File: config.mk
export PLATFORM = sky130hd
export DESIGN_NAME = truth_table_sweeper_flat
export DESIGN_NICKNAME = d
export VERILOG_FILES = /design/src/rtl/truth_table_sweeper_if.sv /design/src/rtl/truth_table_sweeper.sv /design/src/flat_wrapper.sv
export SDC_FILE = /design/constraint.sdc
export NUM_CORES = 1
export LEC_CHECK = 0
export ABC_CLOCK_PERIOD_IN_PS = 2300
export CAP_MARGIN = 30
export CORE_ASPECT_RATIO = 1.25
export CORE_UTILIZATION = 50
export CTS_CLUSTER_DIAMETER = 60
export DETAILED_ROUTE_END_ITERATION = 10
export PLACE_DENSITY = 0.78
export SETUP_SLACK_MARGIN = 0.02
export SYNTH_ARGS = -nofsm -noshare
export SYNTH_HDL_FRONTEND = slang
export SYNTH_SLANG_ARGS = --single-unit
File: constraint.sdc
create_clock -name clk -period 2.3 [get_ports clk]
set_input_delay 0.69 -clock clk [delete_from_list [all_inputs] [get_ports clk]]
set_output_delay 0.69 -clock clk [all_outputs]
set_load 0.1 [all_outputs]
File: src/rtl/truth_table_sweeper_if.sv
// Stimulus/capture bundle between the truth-table sweeper and its controller/gate under test.
// slave = sweeper side, master = controller plus gate-under-test side.
interface truth_table_sweeper_if;
    logic       start;
    logic       out;
    logic       in1;
    logic       in2;
    logic       in3;
    logic       busy;
    logic       done;
    logic       pass;
    logic [7:0] observed;
    logic [7:0] mismatch;

    modport slave (
        input  start, out,
        output in1, in2, in3, busy, done, pass, observed, mismatch
    );

    modport master (
        output start, out,
        input  in1, in2, in3, busy, done, pass, observed, mismatch
    );
endinterface

File: src/rtl/truth_table_sweeper.sv
// Sweeps a 3-input gate through rows 000..111, samples its synchronized output per row, grades vs EXPECTED.
// Sweep takes 8*(SETTLE_CYCLES+1)+1 cycles from start to done; start is ignored while busy (no queuing).
module truth_table_sweeper #(
    parameter logic [7:0] EXPECTED      = 8'hB7,
    parameter int         SETTLE_CYCLES = 4
) (
    input  logic                  clk,
    input  logic                  rst_n,
    truth_table_sweeper_if.slave  bus
);

    if (SETTLE_CYCLES < 3 || SETTLE_CYCLES > 255) begin : g_cfg_err
        $error("truth_table_sweeper: SETTLE_CYCLES must be within 3..255");
    end

    localparam logic [7:0] CNT_LAST = 8'(SETTLE_CYCLES - 1);

    typedef enum logic [1:0] {
        IDLE   = 2'd0,
        SETTLE = 2'd1,
        SAMPLE = 2'd2,
        DONE   = 2'd3
    } state_t;

    state_t     state_q,    state_d;
    logic [2:0] row_q,      row_d;
    logic [7:0] cnt_q,      cnt_d;
    logic       s1_q,       s1_d;
    logic       s2_q,       s2_d;
    logic       busy_q,     busy_d;
    logic       done_q,     done_d;
    logic       pass_q,     pass_d;
    logic [7:0] observed_q, observed_d;
    logic [7:0] mismatch_q, mismatch_d;

    always_ff @(posedge clk or negedge rst_n) begin
        if (!rst_n) begin
            state_q    <= IDLE;
            row_q      <= 3'd0;
            cnt_q      <= 8'd0;
            s1_q       <= 1'b0;
            s2_q       <= 1'b0;
            busy_q     <= 1'b0;
            done_q     <= 1'b0;
            pass_q     <= 1'b0;
            observed_q <= 8'h00;
            mismatch_q <= 8'h00;
        end else begin
            state_q    <= state_d;
            row_q      <= row_d;
            cnt_q      <= cnt_d;
            s1_q       <= s1_d;
            s2_q       <= s2_d;
            busy_q     <= busy_d;
            done_q     <= done_d;
            pass_q     <= pass_d;
            observed_q <= observed_d;
            mismatch_q <= mismatch_d;
        end
    end

    always_comb begin
        state_d    = state_q;
        row_d      = row_q;
        cnt_d      = cnt_q;
        s1_d       = bus.out;
        s2_d       = s1_q;
        busy_d     = busy_q;
        done_d     = 1'b0;
        pass_d     = pass_q;
        observed_d = observed_q;
        mismatch_d = mismatch_q;

        case (state_q)
            IDLE: begin
                if (bus.start) begin
                    state_d    = SETTLE;
                    row_d      = 3'd0;
                    cnt_d      = 8'd0;
                    observed_d = 8'h00;
                    busy_d     = 1'b1;
                    pass_d     = 1'b0;
                    mismatch_d = 8'h00;
                end
            end
            SETTLE: begin
                cnt_d = cnt_q + 8'd1;
                if (cnt_q == CNT_LAST) begin
                    state_d = SAMPLE;
                end
            end
            SAMPLE: begin
                // Row i lands in bit 7-i so the code reads MSB-first like the gate's hex name.
                observed_d[3'd7 - row_q] = s2_q;
                if (row_q == 3'd7) begin
                    state_d = DONE;
                end else begin
                    row_d   = row_q + 3'd1;
                    cnt_d   = 8'd0;
                    state_d = SETTLE;
                end
            end
            DONE: begin
                done_d     = 1'b1;
                busy_d     = 1'b0;
                mismatch_d = observed_q ^ EXPECTED;
                pass_d     = ((observed_q ^ EXPECTED) == 8'h00);
                state_d    = IDLE;
            end
            default: begin
                state_d = IDLE;
            end
        endcase
    end

    // The row register doubles as the stimulus flops, so the gate inputs hold 111 after a sweep.
    assign bus.in1      = row_q[2];
    assign bus.in2      = row_q[1];
    assign bus.in3      = row_q[0];
    assign bus.busy     = busy_q;
    assign bus.done     = done_q;
    assign bus.pass     = pass_q;
    assign bus.observed = observed_q;
    assign bus.mismatch = mismatch_q;

endmodule

File: src/flat_wrapper.sv
// flat-port wrapper written by rule: the top's interface ports become plain ports
module truth_table_sweeper_flat 
#(
    parameter logic [7:0] EXPECTED      = 8'hB7,
    parameter int         SETTLE_CYCLES = 4
)
  (clk, rst_n, bus_start, bus_out, bus_in1, bus_in2, bus_in3, bus_busy, bus_done, bus_pass, bus_observed, bus_mismatch);
  truth_table_sweeper_if bus_i ();
  input  logic clk;
  input  logic rst_n;
  input wire logic [$bits(bus_i.start)-1:0] bus_start;
  input wire logic [$bits(bus_i.out)-1:0] bus_out;
  output wire logic [$bits(bus_i.in1)-1:0] bus_in1;
  output wire logic [$bits(bus_i.in2)-1:0] bus_in2;
  output wire logic [$bits(bus_i.in3)-1:0] bus_in3;
  output wire logic [$bits(bus_i.busy)-1:0] bus_busy;
  output wire logic [$bits(bus_i.done)-1:0] bus_done;
  output wire logic [$bits(bus_i.pass)-1:0] bus_pass;
  output wire logic [$bits(bus_i.observed)-1:0] bus_observed;
  output wire logic [$bits(bus_i.mismatch)-1:0] bus_mismatch;
  assign bus_i.start = bus_start;
  assign bus_i.out = bus_out;
  assign bus_in1 = bus_i.in1;
  assign bus_in2 = bus_i.in2;
  assign bus_in3 = bus_i.in3;
  assign bus_busy = bus_i.busy;
  assign bus_done = bus_i.done;
  assign bus_pass = bus_i.pass;
  assign bus_observed = bus_i.observed;
  assign bus_mismatch = bus_i.mismatch;
  truth_table_sweeper #(.EXPECTED(EXPECTED), .SETTLE_CYCLES(SETTLE_CYCLES)) u_core (.clk(clk), .rst_n(rst_n), .bus(bus_i));
endmodule
-- Word-level counts from Yosys, hierarchy flattened
Index checks and enable logic that the tools add are counted.
- register bits after elaboration: 34
- input port bits: 4
- output and inout bits: 22
- word-level logic and storage cells: 55
- add/sub/neg operators: 3
- order comparisons: 2
- equality and inequality tests: 8
- multiplexer cells: 20
- bitwise operators: 1
- reductions and logical operators: 11
- operator list (operator ; count):
    case mux 8 bit (2 select lines) ; 2
    case mux 8 bit (3 select lines) ; 1
    2-to-1 mux 8 bit ; 2
    adder 8 x 1 -> 8 bit, second input constant ; 1
    bitwise mux 8 bit ; 1
    equality test 8 x 2 -> 1 bit, second input constant ; 1
    logical NOT 8 bit ; 1
    case mux 2 bit (4 select lines) ; 1
    2-to-1 mux 2 bit ; 3
    2-to-1 mux 3 bit ; 2
    inverter 6 bit ; 1
    case mux 3 bit (2 select lines) ; 1
    AND reduction 2 bit ; 3
    AND reduction 3 bit ; 2
    equality test 2 bit, second input constant ; 2
    < comparator 3 x 4 -> 1 bit, second input constant ; 1
    2-to-1 mux 1 bit ; 4
    inequality test 2 bit, second input constant ; 2
    case mux 1 bit (2 select lines) ; 2
    nonzero test 2 bit ; 2
    adder 3 x 1 -> 3 bit, second input constant ; 1
    demux 1 bit (select 3 bit) ; 1
    equality test 3 bit, second input constant ; 1
    greater-or-equal comparator 3 x 1 -> 1 bit, second input constant ; 1
    6 further kinds ; 6

-- Depth between registers and ports, before layout
Gate-level depths: netlist (run 1).
- depth after elaboration: 7
- depth in mapped cells: 6
- gate-level depth less buffers: 6

-- Worst setup path after synthesis (run 1)
OpenSTA, ideal clock, no wires.
- path type: reg2reg
- start: reg u_core.row_q[1]
- end: reg u_core.cnt_q[7]
- setup time: 0.078 ns
- arrival: 2.558 ns
- required time: 2.222 ns
- path slack: -0.336 ns
- stages on the path, launching flop included: 7
- path buffers: 0
- period minus slack after synthesis: 2.636 ns
- cells stage by stage: dfrtp_1 -> ha_1 -> ha_1 -> or3b_4 -> and2_4 -> or4_1 -> a21oi_1
- word-level cells in the longest chain between the ends: 3
- ends and longest elaborated chain (element ; line ; text):
    from (decl) ; truth_table_sweeper.sv:26 ; logic [2:0] row_q, row_d;
    from (signal assigned) ; truth_table_sweeper.sv:50 ; row_q <= row_d;
    equality test 3 bit ; truth_table_sweeper.sv:95 ; if (row_q == 3'd7) begin
    inequality test 2 bit (no line) ; -- ;
    AND reduction 3 bit (no line) ; -- ;
    to (signal assigned) ; truth_table_sweeper.sv:51 ; cnt_q <= cnt_d;
    to (decl) ; truth_table_sweeper.sv:27 ; logic [7:0] cnt_q, cnt_d;
Every way passes these cells.
A chain may end at the register's enable or synchronous reset.

-- Final worst setup path (run 1)
- start: reg u_core.row_q[0]
- end: reg u_core.cnt_q[7]
The elaborated chain is that of the path after synthesis.

==> flow_summary.ini, run 1 <==
[worst_setup_path]
path_max_fanout = 5
crit_chain = ha_4 > ha_4 > or3b_4 > and2_4 > or4_1 > a21oi_1
max_stage_delay_ns = 0.51
crit_path_frequent_cell = ha_4
slowest_stage = dfrtp_4
crit_family = simple AND/OR/NAND/NOR gates
start_kind = flip-flop
cp-end-kind = flip-flop
path_buf_inv = 0
crit_type = reg2reg
worstPathArrival_ns = 2.44
critPathRequiredTime_ns = 2.59

[floorplan]
start_util_pct = 54.5
core_um2 = 2760
die_y_um = 63.3
io-pin-count = 26
rows = 21
die_area_um2 = 3230
fp.dieW_um = 51.1

[clock_network]
tritoncts = done
cts_buffers = 5
h-tree-depth = 2
cts_resized = 0
post_cts_buffers = 0
holdBufCountCts = 0
clk_latency_ns = 0.36
clock_path_buffers = 2
cts_sinks = 34
cts.clk_slew.worst_paths_ns = 0.12
cts-root-buf = clkbuf_4

[layout]
final_core_util_pct = 68.3
final_common_cell = dfrtp_1
final_cell_mix = 31 x dfrtp_1, 26 x buf_4, 15 x nand2_1
drive_above_1_share_pct = 25.1
seq_area_um2 = 860
insertedDiodeCount = 0
multiInputGateArea_um2 = 629
stdcell_area_um2 = 1880
final_nets = 181
fillers = 221
syn_to_final_growth_pct = 25.2

[global_routing]
gr-total-overflow = 0
grtUsageTotal_pct = 22.5
grt_first_pass_wirelength_mm = 5.29
grt_start_max_net_pins = 24
antenna_found_initial = 0
grt_pass1_vias = 1220

[timing]
setup_tns_ns = 0
tightest_slew_ns = 0.523
hold_viol = 0
max_slew_margin_pct = 65.1
hold_ws_ns = 0.378
rsz0062_at_grt = false
fin_crit_sh_pct = 93.1
timing.fmax_ghz = 0.467
fin_skew_ns = 0.0188
finalSetupViolations = 0
slew_violations = 0
final.min_clock_period_ns = 2.14

[synth]
synth_compound_area_share_pct = 18.4
synth_warnings = 0
synth_edf_count = 0
synth_flop_cell = dfrtp_1
synth-async-reset-ratio_pct = 100
ys_seq_area_share_pct = 56.6
ys_types = 29
synth-xor-area-share_pct = 2.33
yosys.area_share.simple_pct = 16.3
synth_fa_ha_area_share_pct = 2.50
syn_area_um2 = 1500
avgSynthCellArea_um2 = 10.7
syn_nets = 147
ys_seq_elements = 34
syn_inst = 140
synth.mux.area_fraction_pct = 0.666
synth_top_family_by_area = compound AO/OA/AOI/OAI gates

[drt]
drtIter0Drc = 21
num_vias = 1210
drc = 0
ant_nets = 0
viasPerCell = 5.79
avgRoutedWirePerCell_um = 14.8
routed_wl_mm = 3.09
firstDrtPassIters = 4

[pwr]
power_density_nw_per_um2 = 1210
peakVddDrop_uv = 937
p_leak_nw = 0.846

[run]
cap_viol_max_count = 0

[run_status]
status = complete, no violations

[placed_design]
hpwl_mm = 2.25
gp_congestion = 0.793
placed_area_um2 = 1820
port_buffers = 25

[hold_path]
hold_path.class = reg2reg
## layer usage
layer / up-vias / part of all wire, % / GRT usage, %
met5: - / 0 / 0
met4: 0 / 2.2 / 10.4
met3: 8 / 5.9 / 7.73
met2: 41 / 52 / 38.7
met1: 576 / 40 / 24.2
li1: 585 / - / -
## worst reg2reg max path: stages, from the launching register on
cell and delay [ns]:
dfrtp_4 0.51, ha_4 0.17, ha_4 0.16, or3b_4 0.43, and2_4 0.19, or4_1 0.50, a21oi_1 0.13
## worst paths after layout
check                      depth (start not counted)                                  to  slack (ns)                        start
setup / recovery                                   6         u_core.cnt_q[7]$_DFFE_PN0P_        0.16  u_core.row_q[0]$_DFFE_PN0P_
hold / removal                                     0               u_core.s2_q$_DFF_PN0_        0.38        u_core.s1_q$_DFF_PN0_
setup reg to reg                                   6         u_core.cnt_q[7]$_DFFE_PN0P_        0.16  u_core.row_q[0]$_DFFE_PN0P_
hold reg to reg                                    0               u_core.s2_q$_DFF_PN0_        0.38        u_core.s1_q$_DFF_PN0_
max in group asynchronous                          3  u_core.bus.mismatch[4]$_DFFE_PN0P_        1.16                        rst_n
min in group asynchronous                          2               u_core.s1_q$_DFF_PN0_        0.67                        rst_n
## sequential cells by signal (all words and copies together), names as in the netlist, 2 cells and up
register and flops:
u_core.bus.mismatch 8, u_core.bus.observed 8, u_core.state_q 2, u_core.cnt_q 8, u_core.row_q 3
## through the flow
step	setup slack [ns]	instances	power (mW)
floorplan	0.0313	140	1.69
global placement	0.140	201	1.91
detailed placement	0.123	201	1.94
CTS	0.162	209	2.28
global route	0.118	209	2.39
finish	0.158	209	2.28
## cell usage after synthesis, drive strengths merged, types with 3 or more instances
cell    instances  share of area (%)
o21ai          11                3.7
xnor2           4                2.3
a211oi          3                1.8
nand2          15                3.7
o31ai           8                4.0
a21oi           4                1.3
nand2b          3                1.2
a22o            3                1.7
nand4           3                1.2
o211ai          6                3.0
dfrtp          34                 57
inv             6                1.5
nor2            6                1.5
nand3          13                4.3
ha              3                2.5
## report_power, final
part	switching [mW]	leakage (nW)	total, mW	internal, mW
sequential	0.119	0.448	0.842	0.723
combinational	0.816	0.363	1.08	0.268
clock	0.207	0.0343	0.354	0.147
total	1.14	0.846	2.28	1.14
## cell type report
| class | count | share of cell area, % |
|---|---|---|
| Multi-Input combinational cell | 96 | 33.4 |
| Inverter | 6 | 1.20 |
| Clock buffer | 6 | 2.72 |
| Timing Repair Buffer | 31 | 14.1 |
| Sequential cell | 34 | 45.6 |
| Clock inverter | 2 | 0.664 |
| Tap cell | 34 | 2.26 |
## kinds of logic (layout without fill, tap and decap cells)
group	after synthesis	after routing
AND/OR/NAND/NOR	48	48
AO/OA/AOI/OAI	40	40
flip-flops	34	34
buffers and inverters	10	45
XOR/XNOR	4	4
adder cells (fa/ha/maj)	3	3
multiplexers	1	1
No activity file was read; power rests on OpenSTA's default activity.
==> run 2, diff against run 1 <==
- CELL_PAD_IN_SITES_DETAIL_PLACEMENT: default -> 1
- CELL_PAD_IN_SITES_GLOBAL_PLACEMENT: default -> 1
- CORE_UTILIZATION: 50 -> 40
- PLACE_DENSITY: 0.78 -> 0.79
==> flow_summary.ini, run 2 (synthesized netlist as in run 1, its figures left out) <==
[clock_network]
cts_sinks = 34
cts-root-buf = clkbuf_8
holdBufCountCts = 0
post_cts_buffers = 0
cts.clk_slew.worst_paths_ns = 0.07
tritoncts = done
clock_path_buffers = 2
cts_buffers = 5
cts_resized = 0
h-tree-depth = 2
clk_latency_ns = 0.29

[worst_setup_path]
rrSetupSlack_ns = 0.1
cp-startpoint = u_core.row_q[0]$_DFFE_PN0P_
crit_chain = ha_4 > ha_4 > or3b_4 > and2_4 > or4_1 > a21oi_1
max_stage_delay_ns = 0.52
start_kind = flip-flop
crit_type = reg2reg
reg2reg_depth = 6
crit_path_frequent_cell = ha_4
slowest_stage = or4_1
cp-end-kind = flip-flop
reg2reg_to = u_core.cnt_q[7]$_DFFE_PN0P_
path_max_fanout = 5
critPathRequiredTime_ns = 2.51
endpoint = u_core.cnt_q[7]$_DFFE_PN0P_
r2r-start = u_core.row_q[0]$_DFFE_PN0P_
worstPathArrival_ns = 2.41

[hold_path]
hold_path.class = reg2reg

[timing]
tightest_slew_ns = 0.611
hold_ws_ns = 0.354
max_slew_margin_pct = 59.1
fin_skew_ns = 0.00648
rsz0062_at_grt = false
timing.fmax_ghz = 0.454
final.min_clock_period_ns = 2.20
hold_viol = 0
setup_tns_ns = 0
finalSetupViolations = 0
slew_violations = 0
fin_crit_sh_pct = 95.8

[drt]
avgRoutedWirePerCell_um = 17.4
firstDrtPassIters = 7
drc = 6
routed_wl_mm = 3.74
ant_nets = 0
viasPerCell = 5.76
drtIter0Drc = 51
num_vias = 1239

[floorplan]
fp.dieW_um = 56.8
die_area_um2 = 4010
core_um2 = 3540
io-pin-count = 26
start_util_pct = 42.4
rows = 24
die_y_um = 70.6

[global_routing]
grt_pass1_vias = 1361
grt_first_pass_wirelength_mm = 6.59
grt_start_max_net_pins = 19
antenna_found_initial = 0
grtUsageTotal_pct = 21.6
gr-total-overflow = 0

[layout]
final_nets = 182
syn_to_final_growth_pct = 31.0
drive_above_1_share_pct = 25.6
final_common_cell = dfrtp_1
insertedDiodeCount = 0
final_cell_mix = 31 x dfrtp_1, 27 x buf_4, 15 x nand2_1
fin_cells = 215

[placed_design]
place_inst = 207
hpwl_mm = 2.68
gp_congestion = 0.788
port_buffers = 25

[pwr]
p_switching_mw = 1.17
peakVddDrop_uv = 628
power_density_nw_per_um2 = 1320
p_leak_nw = 0.885
p_total_mw = 2.60
pwr-share-comb_pct = 42.1
swShare_pct = 45.0
seq_power_share_pct = 32.6
internal_power_mw = 1.43
clkPwrFrac_pct = 25.3

[run_status]
violations = DRC
status = finished, violations left

[run]
cap_viol_max_count = 0
[run 2: critical path, delay by kind of cell (launching register included)]
kind	cells	cell delay, ns
and+or+nand+nor	3	1.13
AOI/OAI and AO/OA	1	0.15
adders and majority gates	2	0.33
DFF	1	0.51
[run 2: through the flow]
step	setup WS [ns]	cell area [um2]	util, %
detailed placement	0.0843	1830	51.7
floorplan	0.0313	1540	-
global route	0.0482	1970	55.6
global placement	0.158	1830	51.7
CTS	0.116	1970	55.6
finish	0.0974	1970	55.6
[run 2: area by class of cell]
type                       instances  area (um2)
fill                             385        1570
sequential                        34         860
multi-input combinational         96         629
timing repair buffer              32         273
clock buffer                       5        68.8
clock inverter                     3        68.8
tap                               39        48.8
inverter                           6        22.5
[run 2: worst min path at each step]
stage,startpoint,cells past startpoint,endpoint
2_1_floorplan,u_core.s1_q$_DFF_PN0_,0,u_core.s2_q$_DFF_PN0_
3_3_place_gp,u_core.s1_q$_DFF_PN0_,0,u_core.s2_q$_DFF_PN0_
3_5_place_dp,u_core.s1_q$_DFF_PN0_,0,u_core.s2_q$_DFF_PN0_
4_1_cts,u_core.s1_q$_DFF_PN0_,0,u_core.s2_q$_DFF_PN0_
5_1_grt,u_core.s1_q$_DFF_PN0_,0,u_core.s2_q$_DFF_PN0_
6_report,u_core.s1_q$_DFF_PN0_,0,u_core.s2_q$_DFF_PN0_
[run 2: power groups by stage]
stage	Clock (mW)	Combinational [mW]	Sequential [mW]
finish	0.657	1.09	0.847
global route	0.694	1.16	0.871
CTS	0.673	1.10	0.852
detailed placement	0	1.10	0.860
global placement	0	1.07	0.849
floorplan	0	0.329	1.36
[run 2: layer usage]
layer | vias up | wire length (um) | share of wire [%] | GRT usage (%)
met3 | 11 | 162 | 4.3 | 4.39
met1 | 615 | 1560 | 42 | 25.6
met5 | - | 0 | 0 | 0
met2 | 29 | 1920 | 51 | 37.4
met4 | 0 | 100 | 2.7 | 10.3
li1 | 584 | - | - | -
